===== src/rtl/mem_bus_arbiter_pkg.sv =====
// Shared types for the memory bus arbiter: FSM states, write-select codes, cache line type.
package mem_bus_arbiter_pkg;

    localparam int CACHE_LINE_W = 128;

    typedef logic [CACHE_LINE_W-1:0] cache_line_t;

    typedef enum logic [2:0] {
        ARB_IDLE,
        ARB_IF_XFER,
        ARB_D_WR,
        ARB_D_RD,
        ARB_DONE
    } arb_state_t;

    typedef enum logic [1:0] {
        no_sel        = 2'b00,
        byte_sel      = 2'b01,
        half_word_sel = 2'b10,
        word_sel      = 2'b11
    } sel_t;

    typedef enum logic {
        WIN_D  = 1'b0,
        WIN_IF = 1'b1
    } winner_t;

    function automatic logic [31:0] line_align(input logic [31:0] addr);
        return addr & 32'hFFFF_FFF0;
    endfunction

endpackage


===== src/rtl/mem_bus_arbiter_timeout_cnt.sv =====
// arb_timeout_cnt: loadable down-counter that flags expiry when it reaches zero.
module arb_timeout_cnt #(
    parameter int TIMEOUT = 64
) (
    input  logic clk,
    input  logic rst,
    input  logic load,
    input  logic en,
    output logic expired
);

    localparam int W = (TIMEOUT > 1) ? $clog2(TIMEOUT) : 1;
    localparam logic [W-1:0] LOAD_VAL = W'(TIMEOUT - 1);

    logic [W-1:0] count_q;

    // Loaded with TIMEOUT-1 so the first bus cycle counts as one; zero marks the last allowed cycle.
    always_ff @(posedge clk or posedge rst) begin
        if (rst) begin
            count_q <= LOAD_VAL;
        end else if (load) begin
            count_q <= LOAD_VAL;
        end else if (en && (count_q != '0)) begin
            count_q <= count_q - W'(1);
        end
    end

    assign expired = (count_q == '0);

endmodule


===== src/rtl/mem_bus_arbiter.sv =====
// Arbitrates the single external memory port between IF line refills and MEM-stage refills/stores.
// Define MEM_ARB_RR_EN for round-robin between IF and data classes; default is fixed data-over-IF.
module mem_bus_arbiter
    import mem_bus_arbiter_pkg::*;
#(
    parameter int TIMEOUT = 64,
    parameter int LINE_W  = CACHE_LINE_W
) (
    input  logic              clk,
    input  logic              rst,
    input  logic              if_req_i,
    input  logic [31:0]       if_addr_i,
    output logic              if_done_o,
    output logic [LINE_W-1:0] if_rdata_o,
    input  logic              d_rd_req_i,
    input  logic              d_wr_req_i,
    input  logic [31:0]       d_addr_i,
    input  logic [31:0]       d_wr_data_i,
    input  logic [1:0]        d_wr_sel_i,
    output logic              d_done_o,
    output logic [LINE_W-1:0] d_rdata_o,
    output logic              err_o,
    output logic              bus_req_o,
    output logic              bus_we_o,
    output logic [31:0]       bus_addr_o,
    output logic [31:0]       bus_wdata_o,
    output logic [1:0]        bus_sel_o,
    input  logic              bus_ack_i,
    input  logic [LINE_W-1:0] bus_rdata_i,
    output logic              stall_if_o,
    output logic              stall_mem_o
);

    arb_state_t        state_q, state_d;
    winner_t           win_q;
    logic              we_q, err_q;
    logic [31:0]       addr_q, wdata_q;
    sel_t              sel_q;
    logic [LINE_W-1:0] if_rdata_q, d_rdata_q;
    logic              in_xfer, expired, d_pend, pick_d, cnt_load;

    assign d_pend   = d_wr_req_i | d_rd_req_i;
    assign in_xfer  = (state_q == ARB_IF_XFER) || (state_q == ARB_D_WR) || (state_q == ARB_D_RD);
    assign cnt_load = (state_q == ARB_IDLE);

`ifdef MEM_ARB_RR_EN
    winner_t last_win_q;

    // Data yields to IF only when both classes wait and data won last time.
    assign pick_d = d_pend & ~(if_req_i & (last_win_q == WIN_D));

    always_ff @(posedge clk or posedge rst) begin
        if (rst) begin
            last_win_q <= WIN_D;
        end else if (state_q == ARB_DONE) begin
            last_win_q <= win_q;
        end
    end
`else
    assign pick_d = d_pend;
`endif

    arb_timeout_cnt #(.TIMEOUT(TIMEOUT)) u_timeout (
        .clk     (clk),
        .rst     (rst),
        .load    (cnt_load),
        .en      (in_xfer),
        .expired (expired)
    );

    always_ff @(posedge clk or posedge rst) begin
        if (rst) begin
            state_q <= ARB_IDLE;
        end else begin
            state_q <= state_d;
        end
    end

    // NOTE: state_d gets its default before the case so no path leaves it unassigned (no latch).
    always_comb begin
        state_d = state_q;
        case (state_q)
            ARB_IDLE: begin
                if (pick_d) begin
                    state_d = d_wr_req_i ? ARB_D_WR : ARB_D_RD;
                end else if (if_req_i) begin
                    state_d = ARB_IF_XFER;
                end
            end
            ARB_IF_XFER, ARB_D_WR, ARB_D_RD: begin
                if (bus_ack_i || expired) begin
                    state_d = ARB_DONE;
                end
            end
            ARB_DONE: state_d = ARB_IDLE;
            default:  state_d = ARB_IDLE;
        endcase
    end

    // NOTE: the rdata registers drive outputs with defined reset values, so they are reset too.
    always_ff @(posedge clk or posedge rst) begin
        if (rst) begin
            win_q      <= WIN_D;
            we_q       <= 1'b0;
            err_q      <= 1'b0;
            addr_q     <= '0;
            wdata_q    <= '0;
            sel_q      <= no_sel;
            if_rdata_q <= '0;
            d_rdata_q  <= '0;
        end else begin
            case (state_q)
                ARB_IDLE: begin
                    err_q <= 1'b0;
                    if (state_d == ARB_D_WR) begin
                        win_q   <= WIN_D;
                        we_q    <= 1'b1;
                        addr_q  <= d_addr_i;
                        wdata_q <= d_wr_data_i;
                        sel_q   <= sel_t'(d_wr_sel_i);
                    end else if (state_d == ARB_D_RD) begin
                        win_q   <= WIN_D;
                        we_q    <= 1'b0;
                        addr_q  <= line_align(d_addr_i);
                        wdata_q <= '0;
                        sel_q   <= no_sel;
                    end else if (state_d == ARB_IF_XFER) begin
                        win_q   <= WIN_IF;
                        we_q    <= 1'b0;
                        addr_q  <= line_align(if_addr_i);
                        wdata_q <= '0;
                        sel_q   <= no_sel;
                    end
                end
                ARB_IF_XFER, ARB_D_WR, ARB_D_RD: begin
                    // Ack wins over a simultaneous expiry.
                    if (bus_ack_i) begin
                        if (win_q == WIN_IF) if_rdata_q <= bus_rdata_i;
                        else                 d_rdata_q  <= bus_rdata_i;
                    end else if (expired) begin
                        err_q <= 1'b1;
                        if (win_q == WIN_IF) if_rdata_q <= '0;
                        else                 d_rdata_q  <= '0;
                    end
                end
                default: ;
            endcase
        end
    end

    assign bus_req_o   = in_xfer;
    assign bus_we_o    = we_q;
    assign bus_addr_o  = addr_q;
    assign bus_wdata_o = wdata_q;
    assign bus_sel_o   = sel_q;
    assign if_done_o   = (state_q == ARB_DONE) && (win_q == WIN_IF);
    assign d_done_o    = (state_q == ARB_DONE) && (win_q == WIN_D);
    assign err_o       = (state_q == ARB_DONE) && err_q;
    assign if_rdata_o  = if_rdata_q;
    assign d_rdata_o   = d_rdata_q;
    assign stall_if_o  = if_req_i & ~if_done_o;
    assign stall_mem_o = d_pend & ~d_done_o;

endmodule


===== config.mk =====
export PLATFORM = sky130hd
export DESIGN_NAME = mem_bus_arbiter
export DESIGN_NICKNAME = d
export VERILOG_FILES = /design/src/rtl/mem_bus_arbiter_pkg.sv /design/src/rtl/mem_bus_arbiter_timeout_cnt.sv /design/src/rtl/mem_bus_arbiter.sv
export SDC_FILE = /design/constraint.sdc
export NUM_CORES = 1
export LEC_CHECK = 0
export ABC_AREA = 1
export CAP_MARGIN = 10
export CORE_AREA = 4 4 215 217
export CTS_BUF_LIST = sky130_fd_sc_hd__clkbuf_4 sky130_fd_sc_hd__clkbuf_8 sky130_fd_sc_hd__clkbuf_16
export CTS_CLUSTER_DIAMETER = 100
export DETAILED_ROUTE_END_ITERATION = 10
export DIE_AREA = 0 0 219 221
export DONT_BUFFER_PORTS = 1
export GPL_ROUTABILITY_DRIVEN = 0
export SLEW_MARGIN = 0
export SYNTH_ARGS = -nofsm -noshare
export SYNTH_HDL_FRONTEND = slang
export SYNTH_SLANG_ARGS = --single-unit

===== constraint.sdc =====
create_clock -name clk -period 9.5 [get_ports clk]
set_input_delay 0.475 -clock clk [delete_from_list [all_inputs] [get_ports clk]]
set_output_delay 0.475 -clock clk [all_outputs]
set_load 0.03 [all_outputs]

==> impl_metrics.toml <==
[power_and_ir_drop]
clkPwrFrac_pct = 22.7
seqPwrFrac_pct = 56.8
combPwrFrac_pct = 20.5
switching_share_pct = 48.56
p_int_mw = 3.302
ir_worst_vdd_uv = 196.2
power.density_nw_per_um2 = 432.4
p_switching_mw = 3.117
finalPower_mw = 6.419
leakage_nw = 7.194

[yosys]
synth_top_family_by_area = "simple AND/OR/NAND/NOR gates"
synthMuxAreaShare_pct = 0
synth_xor_area_share_pct = 0
synth.avg_cell_area_sq_um = 9.194
yosysTopAreaCell = "dfrtp_1"
synth_compound_area_share_pct = 11.71
yosysTopAreaCellShare_pct = 61.49
synth-simple-area-share_pct = 17.83
yosysUniqueCellTypes = 25
yosysSeqAreaShare_pct = 62.67
netlist_instances = 1452
ys_ff_latch = 334
syn-num-nets = 1686
synth_warnings = 0
netlist_area_sq_um = 13350
synth_fa_ha_area_share_pct = 0.1875
synthTopCellsByArea = "dfrtp_1, nand2_1, o21ai_1"

[die]
ios = 561
die_area_sq_um = 48400
initial_core_util_pct = 30.25
core.rowCount = 77
core-area_sq_um = 44120
die_h_microns = 221
die_width_microns = 219

[sta]
slew_violations = 0
rsz0062_at_grt = "false"
tightest_slew_ps = 1075
fmax_mhz = 311.7
post-route-period-util_pct = 33.78
fin_tns_setup_ps = 0
setup_viol = 0
max_slew_margin_pct = 28.33
skew_ps = 10.96
period_needed_ps = 3209
finalHoldViolCount = 0

[setup_path]
slowest_delay_ps = 890
rr_worst_depth = 9
r2r_setup_slack_ps = 6290
crit_slowest_cell = "nand2_1"
rr_startpoint = "u_timeout.count_q[0]"
r2r_end = "bus_addr_o[13]"
crit_path_start_kind = "flop"
cp.arrival_ps = 3680
critPathRequiredTime_ps = 9970
cpMostUsedCell = "nand2_1"
path_class = "flop to flop"
crit_fanout = 29
startpoint = "u_timeout.count_q[0]"
crit_end = "bus_addr_o[13]"
crit_path_cell_trace = "inv_1, ha_1, nand3_2, nand3_1, nand2_1, nand2_1, nand2_1, nand3_1, nand2_1"
crit_path_end_kind = "flop"

[flow_run]
drv_cap = 0

[finish]
syn2layout_area_growth_pct = 11.20
drive_gt1_share_pct = 6.289
final_cell_mix = "nand2_1, dfrtp_1, o21ai_1, inv_1, nand3_1"
diodes = 0
final_util_pct = 33.64
nets = 1640
layout_commonest_cell = "nand2_1"

[route]
vias = 9639
routed_wl_microns = 38330
first_pass_iters = 5
wl_per_cell_microns = 18.95
drc = 0
drtIter0Drc = 699
routed_via_density = 4.765
postRouteAntennaNets = 0

[global_route]
grt_pass1_wl_microns = 57840
grt_pass1_vias = 9654
grt_util_all_layers_pct = 15.08
grt_antenna_before_repair = 3
grt_overflow_total = 0
grt_max_degree = 164

[clock_network]
cts_sinks = 334
cts-root-buf = "clkbuf_16"
insertion_delay_ps = 540
cts.repair.resized = 0
cts_buffer_depth = 3
clk_pin_slew_ps = 60
cts_max_level = 2
cts_tree = "yes"
cts_buffers = 36

[worst_hold_path]
hold_class = "input pin to flop"

[placed_design]
hpwl_microns = 27270
portBuffers = 0

[run_status]
outcome = "finished clean"
flip-flops by register name, indices dropped and copies added (netlist names):
register           count
err_q                  1
bus_wdata_o           32
state_q                3
bus_addr_o            32
win_q                  1
if_rdata_o           128
bus_we_o               1
bus_sel_o              2
u_timeout.count_q      6
d_rdata_o            128
kinds of logic after synthesis:
kind of cell	count (synthesis)
simple gates	603
flops	334
fa+ha+maj	2
buf+inv	203
compound gates	310
per-layer routing:
layer  GRT usage (%)  share of wire (%)
met3           6.447                 12
met5               0              0.052
met4           4.934                2.9
met2           25.36                 49
met1           17.31                 37
worst max-delay path, delay by kind of cell (launching register included):
kind | cells | cell delay [ps]
fa+ha+maj | 1 | 220
buf+inv | 1 | 70
flops | 1 | 540
simple gates | 7 | 2310
worst min-delay path by stage:
stage | start | to | slack (ps) | cells after the start
floorplan | u_timeout.count_q[5] | u_timeout.count_q[5] | 480 | 2
global placement | rst | d_rdata_o[104] | 470 | 1
detailed placement | rst | d_rdata_o[104] | 480 | 1
CTS | d_wr_data_i[12] | bus_wdata_o[12] | 30 | 2
global route | d_wr_data_i[31] | bus_wdata_o[31] | 50 | 2
finish | d_wr_data_i[12] | bus_wdata_o[12] | 70 | 2
synthesized netlist by cell type:
cell	n
clkbuf_1	24
nand2_1	520
a21oi_1	6
ha_1	2
inv_2	3
nand2_2	3
nor2_1	8
buf_6	27
dfrtp_1	328
or2_1	1
nand4_1	1
nand3b_1	2
nor2_2	4
buf_4	1
nor3_1	2
o21ai_1	254
buf_2	38
nand3_1	60
nand3_2	1
o21ai_0	49
or2_2	1
buf_1	2
a21oi_4	1
inv_1	108
dfstp_2	6
what timing repair did:
action	4_1_cts	5_1_grt
setup buffers	0	0
endpoints found under the hold margin	30	0
hold buffers	1	0
area by class of cell:
cell class | count | area (sq um)
clock buffers | 53 | 1115
clock inverters | 10 | 132.6
fillers | 4577 | 29280
inverters | 111 | 420.4
multi-input cells | 915 | 3995
flip-flops and latches | 334 | 8366
well taps | 592 | 740.7
repair buffers | 8 | 75.07
power by group through the flow:
stage          clock, mW  combinational (mW)  sequential (mW)
2_1_floorplan          0                1.20             3.44
3_3_place_gp           0                1.28             3.68
3_5_place_dp           0                1.34             3.68
4_1_cts             1.51                1.34             3.66
5_1_grt             1.56                1.55             3.72
6_report            1.46                1.32             3.64
stage by stage:
step | hold WS, ps | worst slack (ps) | area [sq um] | cells
final | 74.67 | 6291 | 14840 | 2023
after global routing | 51.46 | 5977 | 14840 | 2023
after CTS | 28.64 | 6269 | 14840 | 2023
after detailed placement | 480.4 | 6291 | 13590 | 1959
after global placement | 469.2 | 6357 | 13590 | 1959
after floorplan | 479.0 | 4567 | 13350 | 1452
Note: power is estimated with default switching activity, not from simulation.
